File: src/rtl/booth_mul_seq.sv
// Sequential radix-2 Booth multiplier: signed 32x32 -> 64 in 32 EXEC cycles.
// Optional overflow flag output ovf is enabled by defining MUL_OVF_EN.
module booth_mul_seq (
    input  logic        clk,
    input  logic        reset,
    input  logic        op_start,
    input  logic        op_clear,
    input  logic [31:0] multiplicand,
    input  logic [31:0] multiplier,
    output logic [63:0] result,
    output logic        busy,
    output logic        op_done
`ifdef MUL_OVF_EN
    ,
    output logic        ovf
`endif
);

    typedef enum logic [1:0] {
        IDLE = 2'd0,
        EXEC = 2'd1,
        DONE = 2'd2
    } state_t;

    state_t      state_reg;
    logic [31:0] m_reg;
    logic [32:0] a_reg;
    logic [31:0] qr_reg;
    logic        q1_reg;
    logic [4:0]  cnt_reg;
    logic [63:0] result_reg;
    logic        busy_reg;
    logic        op_done_reg;
`ifdef MUL_OVF_EN
    logic        ovf_reg;
`endif

    logic [32:0] m_ext;
    logic [32:0] m_inv;
    logic [32:0] addend;
    logic        carry_in;
    logic [32:0] sum;
    logic [32:0] carry;
    logic [32:0] a_next;
    logic [31:0] qr_next;
    logic        q1_next;
    logic [63:0] prod_next;

    // Accumulator is one bit wider than M so that subtracting -2^31 cannot overflow.
    assign m_ext = {m_reg[31], m_reg};

    generate
        for (genvar gi = 0; gi < 33; gi++) begin : g_inv
            assign m_inv[gi] = ~m_ext[gi];
        end
    endgenerate

    always_comb begin
        addend   = '0;
        carry_in = 1'b0;
        case ({qr_reg[0], q1_reg})
            2'b01: addend = m_ext;
            2'b10: begin
                addend   = m_inv;
                carry_in = 1'b1;
            end
            default: addend = '0;
        endcase
    end

    assign carry[0] = carry_in;

    generate
        for (genvar gi = 0; gi < 33; gi++) begin : g_add
            assign sum[gi] = a_reg[gi] ^ addend[gi] ^ carry[gi];
            if (gi < 32) begin : g_carry
                assign carry[gi+1] = (a_reg[gi] & addend[gi]) |
                                     (carry[gi] & (a_reg[gi] ^ addend[gi]));
            end
        end
    endgenerate

    assign a_next    = {sum[32], sum[32:1]};
    assign qr_next   = {sum[0], qr_reg[31:1]};
    assign q1_next   = qr_reg[0];
    assign prod_next = {a_next[31:0], qr_next};

    always_ff @(posedge clk) begin
        if (reset) begin
            state_reg   <= IDLE;
            m_reg       <= '0;
            a_reg       <= '0;
            qr_reg      <= '0;
            q1_reg      <= 1'b0;
            cnt_reg     <= '0;
            result_reg  <= '0;
            busy_reg    <= 1'b0;
            op_done_reg <= 1'b0;
`ifdef MUL_OVF_EN
            ovf_reg     <= 1'b0;
`endif
        end else if (op_clear) begin
            state_reg   <= IDLE;
            result_reg  <= '0;
            busy_reg    <= 1'b0;
            op_done_reg <= 1'b0;
`ifdef MUL_OVF_EN
            ovf_reg     <= 1'b0;
`endif
        end else begin
            case (state_reg)
                IDLE, DONE: begin
                    if (op_start) begin
                        state_reg   <= EXEC;
                        m_reg       <= multiplicand;
                        a_reg       <= '0;
                        qr_reg      <= multiplier;
                        q1_reg      <= 1'b0;
                        cnt_reg     <= '0;
                        busy_reg    <= 1'b1;
                        op_done_reg <= 1'b0;
                    end
                end
                EXEC: begin
                    a_reg   <= a_next;
                    qr_reg  <= qr_next;
                    q1_reg  <= q1_next;
                    cnt_reg <= cnt_reg + 5'd1;
                    if (cnt_reg == 5'd31) begin
                        state_reg   <= DONE;
                        result_reg  <= prod_next;
                        busy_reg    <= 1'b0;
                        op_done_reg <= 1'b1;
`ifdef MUL_OVF_EN
                        ovf_reg     <= !((&prod_next[63:31]) || !(|prod_next[63:31]));
`endif
                    end
                end
                default: state_reg <= IDLE;
            endcase
        end
    end

    assign result  = result_reg;
    assign busy    = busy_reg;
    assign op_done = op_done_reg;
`ifdef MUL_OVF_EN
    assign ovf     = ovf_reg;
`endif

endmodule

File: config.mk
export PLATFORM = sky130hd
export DESIGN_NAME = booth_mul_seq
export DESIGN_NICKNAME = d
export VERILOG_FILES = /design/src/rtl/booth_mul_seq.sv
export SDC_FILE = /design/constraint.sdc
export NUM_CORES = 1
export LEC_CHECK = 0
export CAP_MARGIN = 20
export CORE_MARGIN = 2
export CORE_UTILIZATION = 53
export DETAILED_ROUTE_END_ITERATION = 12
export PLACE_DENSITY_LB_ADDON = 0.1
export SLEW_MARGIN = 20
export SYNTH_ARGS = -nofsm -noshare
export SYNTH_HDL_FRONTEND = slang
export SYNTH_SLANG_ARGS = --single-unit
export TNS_END_PERCENT = 100
File: constraint.sdc
create_clock -name clk -period 18.8 [get_ports clk]
set_input_delay 1.88 -clock clk [delete_from_list [all_inputs] [get_ports clk]]
set_output_delay 1.88 -clock clk [all_outputs]
set_load 0.02 [all_outputs]
==> flow_summary_export.csv <==
group,metric,value,unit
global_routing,grt_pass1_wl,28280,um
yosys,synth_warnings,0,
yosys,netlist_area,0.007440,mm2
finish,antennaDiodeCount,0,
detailed_routing,viasPerCell,5.560,
setup_path,slowest_stage,"inv_1",
detailed_routing,drcViolationCount,0,
sta,tightestPinTransition,0.9513,ns
pwr,p_per_area,85.49,mW/mm2
floorplan,initial_core_util,0.5402,
floorplan,rows,43,
global_routing,grt_overflow,0,
yosys,yosysMostFrequentCell,"dfxtp_1",
detailed_routing,via_count,6210,
yosys,yosys.area.top_type,"dfxtp_1",
pwr,p_leak,0.003063,uW
finish,drive_gt1_frac,0.06297,
global_routing,grt_max_degree,98,
setup_path,crit_type,"reg2reg",
sta,fin_crit,14.45,ns
status,status,"finished clean",
floorplan,die_h,122.5,um
setup_path,max_stage_delay,0.45,ns
detailed_routing,drt_iter0_markers,446,
setup_path,arrival,14.76,ns
sta,min_period_over_period,0.7685,
placed_design,gp_congestion,0.7905,
clocking,cts_tree,"yes",
clocking,cts_made_buffers,17,
sta,fin_setup_tns,0,ns
sta,hold_viol_final,0,
hold_path,min-delay-path-class,"reg2reg",
clocking,cts_resized,0,
floorplan,io_pins,134,
hold_path,hold_depth,2,
placed_design,portBuffers,133,
yosys,synth_cell_type_count,32,
setup_path,crit_top_cell,"fa_1",
yosys,ys_seq_area_frac,0.4575,
clocking,clockBufferDepth,2,
setup_path,cp_max_fo,35,
finish,post-route-util,0.6758,
global_routing,grt_usage,0.2388,
setup_path,end_kind,"register",
yosys,synthFlopType,"dfxtp_1",
clocking,clk_pin_slew,0.06,ns
clocking,numClockSinks,170,
setup_path,start_kind,"register",
detailed_routing,post_drt_wl_per_cell,15.62,um
yosys,ys_async_sr_fraction,0,
job,drv_cap,0,
yosys,syn_nets,939,
setup_path,r2r_cells,39,
sta,finalMaxSlewViolations,0,
pwr,vdd_drop_max,0.05208,mV
setup_path,cp_data_required_time,19.11,ns
global_routing,grt_pass1_vias,5790,
yosys,synth_common_cells,"170 x dfxtp_1, 135 x nand2_1, 131 x a21oi_1",
sta,setup_violations,0,
yosys,synth_top_area_frac,0.4575,
sta,maxSlewHeadroom,0.3658,
clocking,htree_levels,4,
clocking,cts-root-buf,"clkbuf_16",
finish,nets,1028,
detailed_routing,drtPass1Iterations,5,
clocking,clock_latency,0.42,ns
placed_design,hpwl,11310,um
detailed_routing,ant_nets,0,
floorplan,core,0.01377,mm2
sta,rsz0062_at_grt,"false",
yosys,netlist_top_cells_area,"dfxtp_1 46%, fa_1 8.9%, a21oi_1 8.8%, nand2_1 6.8%, o32ai_1 3.5%",
finish,largest_reg_flops,64,
global_routing,antenna_found_initial,0,
yosys,ys_ff_latch,170,
detailed_routing,drt_wl_total,17440,um
clocking,postCtsHoldBufs,0,
clocking,post_cts_buffers,0,
sta,clock.fmax,69.21,MHz
yosys,avgSynthCellArea,8.899,um2
yosys,synth-edff-count,0,
finish,area_delta_synth_final,25.11,%
yosys,netlist_instances,836,
floorplan,die_area,0.01500,mm2
floorplan,die-width,122.5,um
sta,clock_skew,0.006337,ns
-- worst max-delay path: cells and delay by family, from the launching register on --
family | cells | cell delay (ns)
AO/OA/AOI/OAI | 2 | 0.33
adder cells (fa/ha/maj) | 32 | 12.33
buffers and inverters | 4 | 0.90
flip-flops | 1 | 0.31
AND/OR/NAND/NOR | 1 | 0.44
-- cell usage in the layout, fill, tap and decap left out, types with 2 or more instances in the layout --
cell type	instances
or3_1	6
a21oi_1	130
ha_1	2
clkbuf_16	17
clkinv_2	4
nor2_1	65
clkbuf_8	6
o32ai_1	30
buf_4	10
bufinv_16	2
o221ai_2	10
a211oi_1	32
clkdlybuf4s50_1	132
a32o_1	5
o21a_1	2
o21ai_0	4
o221ai_1	22
nand3_1	4
nand2b_1	3
fa_1	33
nand2_1	135
inv_1	67
dfxtp_1	169
mux2i_1	2
and3_1	30
-- area by class of cell --
cell class                 instances  area, um2
clock buffer                      24      511.7
clock inverter                     7      87.58
fill                            1164       4466
inverter                          67      251.5
multi-input combinational        525       3398
sequential                       170       3405
tap                              180      225.2
timing repair buffer             144       1429
-- power by group --
part	leakage [uW]	internal, uW	switching (uW)	total (uW)
sequential	0.00138	370	7.27	377
combinational	0.00138	30.1	38.8	68.9
clock	0.000298	215	134	349
total	0.00306	616	180	796
-- through the flow --
stage                     worst slack (ns)  total power, uW  hold slack (ns)  cells  cell area (um2)
after detailed placement             4.518            453.5           0.4458   1085             8681
final                                4.352            795.7           0.4533   1117             9308
after CTS                            4.451            801.5           0.4542   1116             9280
after global routing                 3.922            827.5           0.4742   1117             9308
after floorplan                      5.500            427.4           0.4375    836             7440
after global placement               4.739            451.7           0.4404   1085             8681
-- layer usage --
metal / up-vias / wire (um) / global-route usage / part of all wire
li1: 3033 / - / - / -
met3: 22 / 1106 / 0.04600 / 0.063
met5: - / 0 / 0 / 0
met2: 209 / 8514 / 0.3962 / 0.49
met4: 0 / 335 / 0.09411 / 0.019
met1: 2946 / 7487 / 0.3080 / 0.43
-- path summary, 6_finish.rpt --
check	start	to	slack, ns
worst max-delay path	qr_reg[0]	a_reg[30]	4.35
worst min-delay path	result[16]	result[16]	0.45
worst max register to register	qr_reg[0]	a_reg[30]	4.35
worst min register to register	result[16]	result[16]	0.45
-- cells by family (layout without fill, tap and decap cells) --
group | after synthesis | after routing | share of synthesized area
buffers and inverters | 141 | 242 | 0.08762
adder cells (fa/ha/maj) | 35 | 35 | 0.09216
AO/OA/AOI/OAI | 238 | 238 | 0.2151
flip-flops | 170 | 170 | 0.4574
AND/OR/NAND/NOR | 250 | 250 | 0.1450
multiplexers | 2 | 2 | 0.002691
Power figures use the tool's default switching activity.
